$ cat src/rtl/inst_fetcher.sv
// inst_fetcher: fetch stage with static next-PC prediction, JALR stall and a small instruction queue
module inst_fetcher #(
    parameter logic [31:0] RESET_PC   = 32'h0,
    parameter int          QDEPTH_LOG = 2
) (
    input  logic        clk_in,
    input  logic        rst_in,
    input  logic        rdy_in,
    input  logic        _clear,
    input  logic [31:0] _clear_pc,
    input  logic        _stall_recover,
    input  logic [31:0] _recover_pc,
    input  logic        _inst_ready_in_Mem2Fetcher,
    input  logic [31:0] _inst_in_Mem2Fetcher,
    output logic [31:0] _pc_Fetcher2Mem,
    output logic        _InstFetcher_need_inst,
    output logic        _stall_set,
    output logic        _inst_valid_Fetcher2Decoder,
    output logic [31:0] _inst_Fetcher2Decoder,
    output logic [31:0] _pc_Fetcher2Decoder,
    output logic        _pred_taken_Fetcher2Decoder,
    input  logic        _decoder_ready
);
    localparam int DEPTH = 1 << QDEPTH_LOG;
    localparam int CW = QDEPTH_LOG + 1;
    typedef enum logic {FETCH, STALL} state_t;
    state_t state_q, state_d;
    logic [31:0] pc_q, next_pc, j_imm, b_imm, inst;
    logic need_q, stall_set_q, accept, pop, is_jal, is_br, is_jalr, pred;
    logic [31:0] q_pc_q [DEPTH];
    logic [31:0] q_inst_q [DEPTH];
    logic [DEPTH-1:0] q_pred_q;
    logic [QDEPTH_LOG-1:0] head_q, tail_q;
    logic [CW-1:0] count_q, count_d;
    assign inst = _inst_in_Mem2Fetcher;
    // Decode the returned instruction into a predicted next PC and derive push/pop and next state
    always_comb begin
        j_imm = {{12{inst[31]}}, inst[19:12], inst[20], inst[30:21], 1'b0};
        b_imm = {{20{inst[31]}}, inst[7], inst[30:25], inst[11:8], 1'b0};
        is_jal = inst[6:0] == 7'b1101111;
        is_br = inst[6:0] == 7'b1100011;
        is_jalr = inst[6:0] == 7'b1100111;
        pred = is_jal || (is_br && inst[31]);
        next_pc = is_jal ? pc_q + j_imm : (is_br && inst[31]) ? pc_q + b_imm : is_jalr ? pc_q : pc_q + 32'd4;
        accept = state_q == FETCH && need_q && _inst_ready_in_Mem2Fetcher && count_q != CW'(DEPTH);
        pop = count_q != '0 && _decoder_ready;
        count_d = count_q + CW'(accept) - CW'(pop);
        state_d = state_q == STALL ? (_stall_recover ? FETCH : STALL) : (accept && is_jalr ? STALL : FETCH);
    end
    // PC, fetch FSM, registered request/stall outputs and the circular instruction queue
    always_ff @(posedge clk_in) begin
        if (rst_in) begin
            pc_q <= RESET_PC;
            state_q <= FETCH;
            need_q <= 1'b0;
            stall_set_q <= 1'b0;
            head_q <= '0;
            tail_q <= '0;
            count_q <= '0;
        end else if (rdy_in) begin
            if (_clear) begin
                pc_q <= _clear_pc;
                state_q <= FETCH;
                need_q <= 1'b1;
                stall_set_q <= 1'b0;
                head_q <= '0;
                tail_q <= '0;
                count_q <= '0;
            end else begin
                if (accept) begin
                    q_pc_q[tail_q] <= pc_q;
                    q_inst_q[tail_q] <= inst;
                    q_pred_q[tail_q] <= pred;
                    tail_q <= tail_q + QDEPTH_LOG'(1);
                end
                if (pop) head_q <= head_q + QDEPTH_LOG'(1);
                if (state_q == STALL && _stall_recover) pc_q <= _recover_pc;
                else if (accept) pc_q <= next_pc;
                state_q <= state_d;
                count_q <= count_d;
                stall_set_q <= accept && is_jalr;
                need_q <= state_d == FETCH && count_d != CW'(DEPTH);
            end
        end
    end
    assign _pc_Fetcher2Mem = pc_q;
    assign _InstFetcher_need_inst = need_q;
    assign _stall_set = stall_set_q;
    assign _inst_valid_Fetcher2Decoder = count_q != '0;
    assign _inst_Fetcher2Decoder = _inst_valid_Fetcher2Decoder ? q_inst_q[head_q] : '0;
    assign _pc_Fetcher2Decoder = _inst_valid_Fetcher2Decoder ? q_pc_q[head_q] : '0;
    assign _pred_taken_Fetcher2Decoder = _inst_valid_Fetcher2Decoder ? q_pred_q[head_q] : 1'b0;
endmodule

$ cat config.mk
export PLATFORM = sky130hd
export DESIGN_NAME = inst_fetcher
export DESIGN_NICKNAME = d
export VERILOG_FILES = /design/src/rtl/inst_fetcher.sv
export SDC_FILE = /design/constraint.sdc
export NUM_CORES = 1
export LEC_CHECK = 0
export ABC_AREA = 1
export BUFFER_PORTS_ARGS = -buffer_cell sky130_fd_sc_hd__buf_2
export CAP_MARGIN = 0
export CORE_MARGIN = 10
export CORE_UTILIZATION = 45
export CTS_BUF_LIST = sky130_fd_sc_hd__clkbuf_4
export DETAILED_ROUTE_END_ITERATION = 6
export GPL_TIMING_DRIVEN = 0
export HOLD_SLACK_MARGIN = 0.15
export PLACE_DENSITY = 0.66
export SYNTH_ARGS = -nofsm -noshare
export SYNTH_HDL_FRONTEND = slang
export SYNTH_SLANG_ARGS = --single-unit
$ cat constraint.sdc
create_clock -name clk_in -period 5.2 [get_ports clk_in]
set_input_delay 0.78 -clock clk_in [delete_from_list [all_inputs] [get_ports clk_in]]
set_output_delay 0.78 -clock clk_in [all_outputs]
set_load 0.005 [all_outputs]
* Word level (Yosys, flattened, before mapping)
Memories as Yosys holds them, arrays and structs flattened. A register that Yosys moved wholly into a read port is not among the register bits.
Cells that the tools add are included.
** Operators by class
- $add $sub $neg :: 7
- Magnitude comparators :: 3
- Equality and inequality tests :: 6
- Mux-type cells :: 34
- Bitwise gates (word level) :: 4
- Reductions and logical operators :: 18
** Operators by type and width (count)
- two-way mux 32 bit :: 8
- adder 32 bit :: 2
- adder 32 x 3 -> 32 bit (second input constant) :: 1
- == test 7 bit (second input constant) :: 3
- two-way mux 2 bit :: 8
- two-way mux 1 bit :: 14
- logical AND 1 bit :: 9
- less-than comparator 2 x 3 -> 1 bit (second input constant) :: 2
- != test 3 bit (second input constant) :: 2
- nonzero test 3 bit :: 2
- != test 5 x 3 -> 1 bit (second input constant) :: 1
- adder 2 x 1 -> 2 bit (second input constant) :: 2
- bitwise mux 4 bit :: 1
- inverter 1 bit :: 4
- AND reduction 2 bit :: 2
- AND reduction 4 bit :: 1
- nonzero test 2 bit :: 2
- adder 3 x 1 -> 3 bit :: 1
- two-way mux 3 bit :: 1
- AND reduction 3 bit :: 1
- subtractor 3 x 1 -> 3 bit :: 1
- binary-select mux 1 bit (select 2 bit) :: 1
- demux 1 bit (select 2 bit) :: 1
- >= comparator 2 x 1 -> 1 bit (second input constant) :: 1
- logical OR 1 bit :: 1
** Word-level totals
- Register bits after elaboration :: 46
- RAM bits :: 256
- Input port bits :: 103
- Memories kept :: 2
** Memory list
- q_inst_q :: depth 4, width 32, rd ports 1, clocked after Yosys merged registers in 1, write ports 1, RTL line 31 : logic [31:0] q_inst_q [DEPTH];
- q_pc_q :: depth 4, width 32, rd ports 1, clocked after Yosys merged registers in 1, write ports 1, RTL line 30 : logic [31:0] q_pc_q [DEPTH];

* Logic depth before layout (Yosys ltp)
Gate-level depths: netlist of the first run.
- Depth in word-level cells :: 10
- Mapped depth :: 19
- Mapped depth without buffers :: 19

* Worst setup path before layout of the first run
OpenSTA, ideal clock, no wires.
- Path kind :: input to register
- From :: in _clear
- To :: mem q_inst_q[0][0] (enable)
- Setup time :: 0.487 ns
- Arrival :: 4.270 ns
- Slack :: 0.444 ns
- Stages on the path :: 6
- Buffers on the path :: 1
- Cell sequence :: clkbuf_1 nor2_1 inv_1 nor2_1 nand2_1 nor2_1
** Between the ends
- Word-level cells in the longest chain between the ends :: 4
** Ends and longest elaborated chain
- start: declaration :: RTL line 9 : input logic _clear,
- two-way mux 1 bit :: RTL line 61 : if (_clear) begin
- two-way mux 1 bit :: RTL line 60 : end else if (rdy_in) begin
- two-way mux 1 bit :: RTL line 52 : if (rst_in) begin
- two-way mux 1 bit (implied by the code) :: RTL line 72 : q_inst_q[tail_q] <= inst;
- end: declaration :: RTL line 31
Every way passes these cells.

* Final worst setup path of the first run
- From :: reg count_q[1]
- To :: out _pc_Fetcher2Decoder[11]
** Between the ends
- Word-level cells in the longest chain between the ends :: 2
** Ends and longest elaborated chain
- start: declaration :: RTL line 34 : logic [CW-1:0] count_q, count_d;
- start signal: assignment :: RTL line 80 : count_q <= count_d;
- nonzero test 3 bit :: RTL line 89 : assign _inst_valid_Fetcher2Decoder = count_q != '0;
- two-way mux 32 bit :: RTL line 91 : assign _pc_Fetcher2Decoder = _inst_valid_Fetcher2Decoder ? q_pc_q[head_q] : '0;
- end: declaration :: RTL line 20 : output logic [31:0] _pc_Fetcher2Decoder,
Every way passes these cells.

==> reports/summary.txt, run 1 <==
Max-slew violation count = 0
Worst-path cell chain = nor2_1 -> nand2_1 -> inv_1 -> clkbuf_1 -> buf_1 -> a21oi_1 -> buf_2
# IOs = 203
Synth Instances = 2,092
Hold buffer count at CTS = 0
Die Height = 214 um
Most frequent cells in the layout = 429 x nand2_1, 411 x nor2_1, 260 x edfxtp_1, 209 x buf_2, 196 x o21ai_0
Slowest cell on crit path = clkbuf_1
DRC viols = 0
Lkg Pwr = 8.40 nW
Die W = 214 um
Rows = 71
Combinational share of power = 15.3%
Clk Latency, worst-skew pair = 790 ps
Slew @ Worst Pin = 1090 ps
RSZ-0062 raised after global routing = no
Seq pwr share = 48.2%
CTS clock-pin slew for the worst setup and hold paths = 70 ps
P_int = 4.09 mW
CTS root buffer = clkbuf_4
Cell Area, Placed = 18,800 sq um
Worst setup SP type = register
Avg Inst Size Synth = 8.12 sq um
FF+latch count, synth = 304
1st-iter DRT viols = 1,543
Min Tclk post-route = 3860 ps
Setup Fix Bufs, Post-CTS = 0
Mux cell area share after synthesis = 0.0589%
Post-synth top area share = 45.9%
Crit. End Element = primary output
DR vias = 16,200
Initial Utilization = 45.3%
Largest family of logic cells by synthesized area = simple AND/OR/NAND/NOR gates
Share of cells above drive strength 1 = 14.9%
Async SR Flop Fraction = 0%
Final Cell Area = 19,900 sq um
GPL Wtd Cong = 1.02
CTS tree = yes
Outcome = complete, no violations
Buf/Inv on CP = 4
Post-synthesis simple-gate area fraction = 24.1%
Adder-cell share of the synthesized area = 4.03%
Worst Path Class, Setup = reg -> out
CTS buffer count = 80
GRT Util Overall = 27.8%
FF-to-FF setup slack = 1650 ps
Non-Filler Instances = 2,944
Global-route wire length before repair = 97.6 mm
Initial antenna violation count = 6
Placed Instances = 2,812
Sw Ratio = 29.1%
Final setup vio count = 0
Pwr per Cell Area = 291 nW/um^2
Number of enable flip-flop cells after synthesis = 260
Synth area leaders = edfxtp_1 46%, nand2_1 9.5%, nor2_1 9.2%, o21ai_0 5.8%, a21oi_1 5.3%
Maximum VDD drop = 134 uV
FMAX = 259 MHz
Via density = 5.50
Sw power = 1.68 mW
YS warnings = 0
Number of nets in the layout = 2,539
Top cell family by delay on the critical path = buffers and inverters
Synth Area in Compound Gates = 13.5%
CP Max Fanout = 10
Power, Total = 5.77 mW
CP arrival = 3080 ps
P&R area growth vs syn = 16.8%
Max-cap viol count = 0
Core ar. = 37,500 sq um
Mapped Area = 17,000 sq um
Period utilization = 74.2%
Largest net degree at the start of global routing = 32
Worst Skew = 60.1 ps
Leading area contributor after synthesis = edfxtp_1
Grt ovf = 0
Port bufs = 201
Distinct cell type count of the synthesized netlist = 46
Top_reg_cell synth = edfxtp_1
Post-cts resize count = 0
CP max stage delay = 640 ps
Most common cell after layout, fill and taps aside = nand2_1
Xor and xnor area share after synthesis = 1.44%
Vias in the first global route = 15,900
Routed WL = 65.5 mm
Antenna-violating nets left = 0
Seq/Total Area, Yosys = 51.1%
Hold WC Path Type = in -> reg
Drt pass-1 iters = 6
Final HPWL DP = 49.1 mm
Final Hold Viols = 0
FILL cells = 3,637
Routed len/inst = 22.2 um
Net Count, Synth = 2,248
Slew margin rel. = 26.8%
Clk pwr share = 36.4%
Htree depth = 3
Crit path required time = 4420 ps
CTS Buffer Depth = 3
Sink Count = 304
Die area = 45,900 sq um
-- routing by layer --
layer | wire, um | GRT usage, % | share of wire [%] | vias to the layer above
met5 | 21 | 0 | 0.032 | -
met2 | 30600 | 45.7 | 47 | 743
li1 | - | - | - | 7682
met4 | 3260 | 14.7 | 5.0 | 4
met3 | 5340 | 5.18 | 8.2 | 166
met1 | 26200 | 34.3 | 40 | 7595
-- power groups by stage --
stage | Sequential [mW] | Combinational, mW | Clock [mW]
4_1_cts | 2.78 | 0.876 | 2.14
2_1_floorplan | 2.78 | 0.522 | 0
3_3_place_gp | 2.83 | 0.862 | 0
6_report | 2.78 | 0.886 | 2.10
3_5_place_dp | 2.83 | 0.871 | 0
5_1_grt | 2.78 | 0.980 | 2.28
-- synthesized netlist by cell type, types with 2 or more instances --
cell / number
nor2_2: 2
inv_1: 169
buf_2: 8
edfxtp_1: 260
nand2_1: 429
a31oi_1: 5
o211ai_1: 15
clkbuf_1: 53
clkinv_1: 3
or2_2: 8
a21boi_0: 2
buf_1: 20
nand3_1: 112
o21ai_1: 10
o21bai_1: 8
nor2_1: 415
nor4_1: 3
fa_1: 3
o21ai_0: 196
inv_2: 3
nor3_1: 27
a211oi_1: 4
nand4_1: 8
o21a_1: 3
dfxtp_1: 44
a21o_1: 3
ha_1: 50
xnor2_1: 11
a21oi_1: 179
nand3b_1: 7
xor2_1: 17
-- worst reg2reg max path, stage by stage, from the launching register on --
cell and delay, ps:
dfxtp_1 630, ha_1 320, inv_1 70, fa_1 400, o21ai_0 540, nand2_1 100
nand2_1 190, nand2_1 90, nand2_1 250, nand2_1 120, nand2_1 80, nand2_1 40
nand3_1 90, nand2_1 60, nand2_1 100, o21ai_0 140, nand2_1 100, nand2_1 50
a21oi_1 110
-- final timing paths --
| path | from | to | cells past startpoint |
|---|---|---|---|
| max reg2reg | _pc_Fetcher2Mem[1] | _pc_Fetcher2Mem[21] | 18 |
| min | _inst_in_Mem2Fetcher[6] | q_inst_q[0][6] | 1 |
| min reg2reg | _stall_set | _stall_set | 2 |
| max | count_q[1] | _pc_Fetcher2Decoder[11] | 7 |
-- per-stage QoR --
stage / setup slack, ps / util (%) / setup TNS, ps / hold WS (ps)
global placement: -2090 / 49.7 / -499640 / 460
finish: 1340 / 53.0 / 0 / 281
CTS: 1300 / 53.0 / 0 / 216
floorplan: 444 / - / 0 / 458
global route: 1230 / 53.0 / 0 / 247
detailed placement: 1140 / 50.3 / 0 / 463
-- sequential cells by signal, summed over array words and instances, names as in the netlist, named ones only --
signal,flops
tail_q,2
_pc_Fetcher2Mem,32
q_inst_q,128
head_q,2
q_pred_q,4
_stall_set,1
q_pc_q,128
state_q,1
count_q,3
_InstFetcher_need_inst,1
-- final cells by class --
class	count	area [sq um]	area share [%]
multi-input combinational	1530	7350	37.0
timing repair buffer	209	1180	5.95
inverter	175	657	3.31
clock buffer	113	848	4.27
buffer	83	327	1.64
antenna	2	5.00	0.0252
sequential	304	8690	43.8
clock inverter	17	155	0.781
tap	511	639	3.22
-- logic make-up (layout without fill, tap and decap cells) --
logic type	after synthesis	count (layout)
AOI/OAI and AO/OA	433	433
xor gates and xnor gates	28	28
adders and majority gates	53	53
buffers and inverters	258	597
DFF	304	304
muxes	1	1
other	0	2
and+or+nand+nor	1015	1015
No activity file was read; power rests on OpenSTA's default activity.
==> inputs of run 2 (changes only) <==
- clock period: 5.2 -> 3.96 ns (I/O delays scaled with it)
==> run 2 against run 1 <==
Against the previous run: sequential power grew 31%; highest routed layer unchanged; die area is the same; routed wire length grew 1.1%; non-clock buffer count grew 48; setup slack lost 1400 ps; clock skew shrank 7.5 ps; critical path depth grew 3; via count grew 1.5%; global-route usage grew 0.33 points; largest cell class unchanged; final cell count grew 1.6%; the run now ends with setup timing left.
==> reports/summary.txt, run 2 (same netlist as run 1, synthesis figures left out) <==
CP arrival = 4690 ps (+1610 ps)
Core ar. = 37,500 sq um (unchanged)
Post-cts resize count = 0 (unchanged)
# IOs = 203 (unchanged)
Slowest cell on crit path = nor4_4
CTS buffer count = 80 (unchanged)
Port bufs = 201 (unchanged)
Worst Skew = 52.7 ps (-7.46 ps)
Final setup vio count = 1 (+1)
Vias in the first global route = 16,200 (+1.8%)
Sw power = 2.22 mW (+33%)
DR vias = 16,400 (+1.5%)
Top cell family by delay on the critical path = buffers and inverters
Setup slack after layout = -22.8 ps (-1360 ps)
Clk Latency, worst-skew pair = 790 ps (about the same)
Worst setup SP type = input pin
Placed Instances = 2,812 (unchanged)
Buf/Inv on CP = 4 (unchanged)
GPL Wtd Cong = 1.02 (unchanged)
Most common cell after layout, fill and taps aside = nand2_1
FF-to-FF setup slack = 200 ps (-1450 ps)
Pwr per Cell Area = 375 nW/um^2 (+29%)
P_int = 5.41 mW (+32%)
Outcome = complete, but fails checks
Min Tclk post-route = 3980 ps
Seq. cell area = 8690 sq um (unchanged)
Max-cap viol count = 0 (unchanged)
Non-Filler Instances = 2,992 (+1.6%)
Final Hold Viols = 0 (unchanged)
Grt ovf = 0 (unchanged)
Share of cells above drive strength 1 = 14.6% (-0.29 points)
P&R area growth vs syn = 19.6%
Routed WL = 66.2 mm (+1.1%)
Setup Fix Bufs, Post-CTS = 0 (unchanged)
Die Height = 214 um (unchanged)
Max-slew violation count = 0 (unchanged)
FMAX = 251 MHz
Htree depth = 3 (unchanged)
Fin Setup TNS = -22.8 ps (-22.8 ps)
Lkg Pwr = 8.62 nW (+2.5%)
Global-route wire length before repair = 99.0 mm (+1.4%)
Maximum VDD drop = 176 uV (+32%)
Worst r2r src = state_q
Hold slack final = 209 ps (-72.0 ps)
Clk pwr share = 36.3% (about the same)
Slew @ Worst Pin = 1100 ps (+10.2 ps)
Hold WC Path Type = in -> reg
Largest net degree at the start of global routing = 32 (unchanged)
Antenna-violating nets left = 0 (unchanged)
Crit. End Element = register
Worst Path Class, Setup = in -> reg
Die area = 45,900 sq um (unchanged)
Combinational share of power = 15.8% (+0.5 points)
Area occupied by multi-input gates = 7350 sq um (unchanged)
RSZ-0062 raised after global routing = no
RR Endpoint = _pc_Fetcher2Mem[4]
CP Max Fanout = 10 (unchanged)
CTS clock-pin slew for the worst setup and hold paths = 70 ps (about the same)
GRT Util Overall = 28.2% (+0.33 points)
Drt pass-1 iters = 5 (-1)
Hold Path Cell Cnt = 2 (+1)
Final HPWL DP = 49.1 mm (unchanged)
Finished Core Util = 54.2% (+1.3 points)
Sink Count = 304 (unchanged)
Hold buffer count at CTS = 48 (+48)
WHS Endpoint = _InstFetcher_need_inst
Slew margin rel. = 26.1% (-0.69 points)
Seq pwr share = 47.9% (-0.3 points)
Crit path required time = 4660 ps (+240 ps)
Power, Total = 7.64 mW (+32%)
CTS tree = yes
Most frequent cells in the layout = 429 x nand2_1, 411 x nor2_1, 260 x edfxtp_1, 209 x buf_2, 196 x o21ai_0
Sw Ratio = 29.1% (+0.066 points)
Routed len/inst = 22.1 um (-0.54%)
Rows = 71 (unchanged)
DRC viols = 0 (unchanged)
Initial antenna violation count = 5 (-1)
CP max stage delay = 900 ps (+260 ps)
FILL cells = 3,571 (-1.8%)
Worst hold start = rdy_in
Violated checks = setup timing
Worst r2r path cells = 9 (-9)
Via density = 5.49 (-0.12%)
Period utilization = 101%
Number of nets in the layout = 2,587 (+1.9%)
CTS root buffer = clkbuf_4
Initial Utilization = 45.3% (unchanged)
CTS Buffer Depth = 3 (unchanged)
1st-iter DRT viols = 1,508 (-2.3%)
Die W = 214 um (unchanged)
Worst-path cell chain = dlygate4sd3_1 -> buf_2 -> or2_1 -> nor4_4 -> clkbuf_1 -> o21ai_0 -> o21ai_0 -> o211ai_1 -> a21oi_1 -> dlygate4sd3_1
## run 2: cell type report
class	count	area share [%]
antenna	2	0.0246
buffer	83	1.61
clock buffer	113	4.17
clock inverter	17	0.763
timing repair buffer	257	8.17
sequential	304	42.7
multi-input combinational	1530	36.2
inverter	175	3.23
tap	511	3.14
## run 2: worst reg2reg max path, stage by stage, from the launching register on
cell and delay [ps]:
dfxtp_1 320, nand2_1 190, clkinv_1 470, nor2_2 740
a31oi_2 220, nor2_2 440, buf_2 430, a21oi_1 80
a21oi_1 210, dlygate4sd3_1 580
## run 2: power groups by stage
| stage | Combinational (mW) | Sequential, mW | Clock [mW] |
|---|---|---|---|
| after floorplan | 0.686 | 3.65 | 0 |
| after global placement | 1.13 | 3.72 | 0 |
| after detailed placement | 1.14 | 3.72 | 0 |
| after CTS | 1.19 | 3.65 | 2.81 |
| after global routing | 1.33 | 3.65 | 3.00 |
| final | 1.21 | 3.65 | 2.77 |
## run 2: worst max path at each step
stage	startpoint	end	slack (ps)	cells after the start
finish	_inst_in_Mem2Fetcher[2]	_pc_Fetcher2Mem[6]	-20	10
global route	_pc_Fetcher2Mem[1]	_pc_Fetcher2Mem[15]	10	15
CTS	_inst_in_Mem2Fetcher[2]	_pc_Fetcher2Mem[6]	190	10
detailed placement	_inst_in_Mem2Fetcher[31]	_pc_Fetcher2Mem[25]	90	11
global placement	rst_in	q_inst_q[3][23]	-3150	5
floorplan	_clear	q_inst_q[0][0]	-610	6
## run 2: stage by stage
step / cell area, sq um / setup WS (ps)
final: 20300 / -22.8
after global routing: 20300 / 12.3
after CTS: 20300 / 187
after detailed placement: 18800 / 89.5
after global placement: 18600 / -3150
after floorplan: 17000 / -610
## run 2: metal layers
metal | vias up | share of wire, % | global-route usage [%]
li1 | 7776 | - | -
met1 | 7729 | 40 | 34.6
met2 | 757 | 47 | 46.4
met3 | 171 | 8.5 | 5.22
met4 | 2 | 5.0 | 14.8
met5 | - | 0.011 | 0
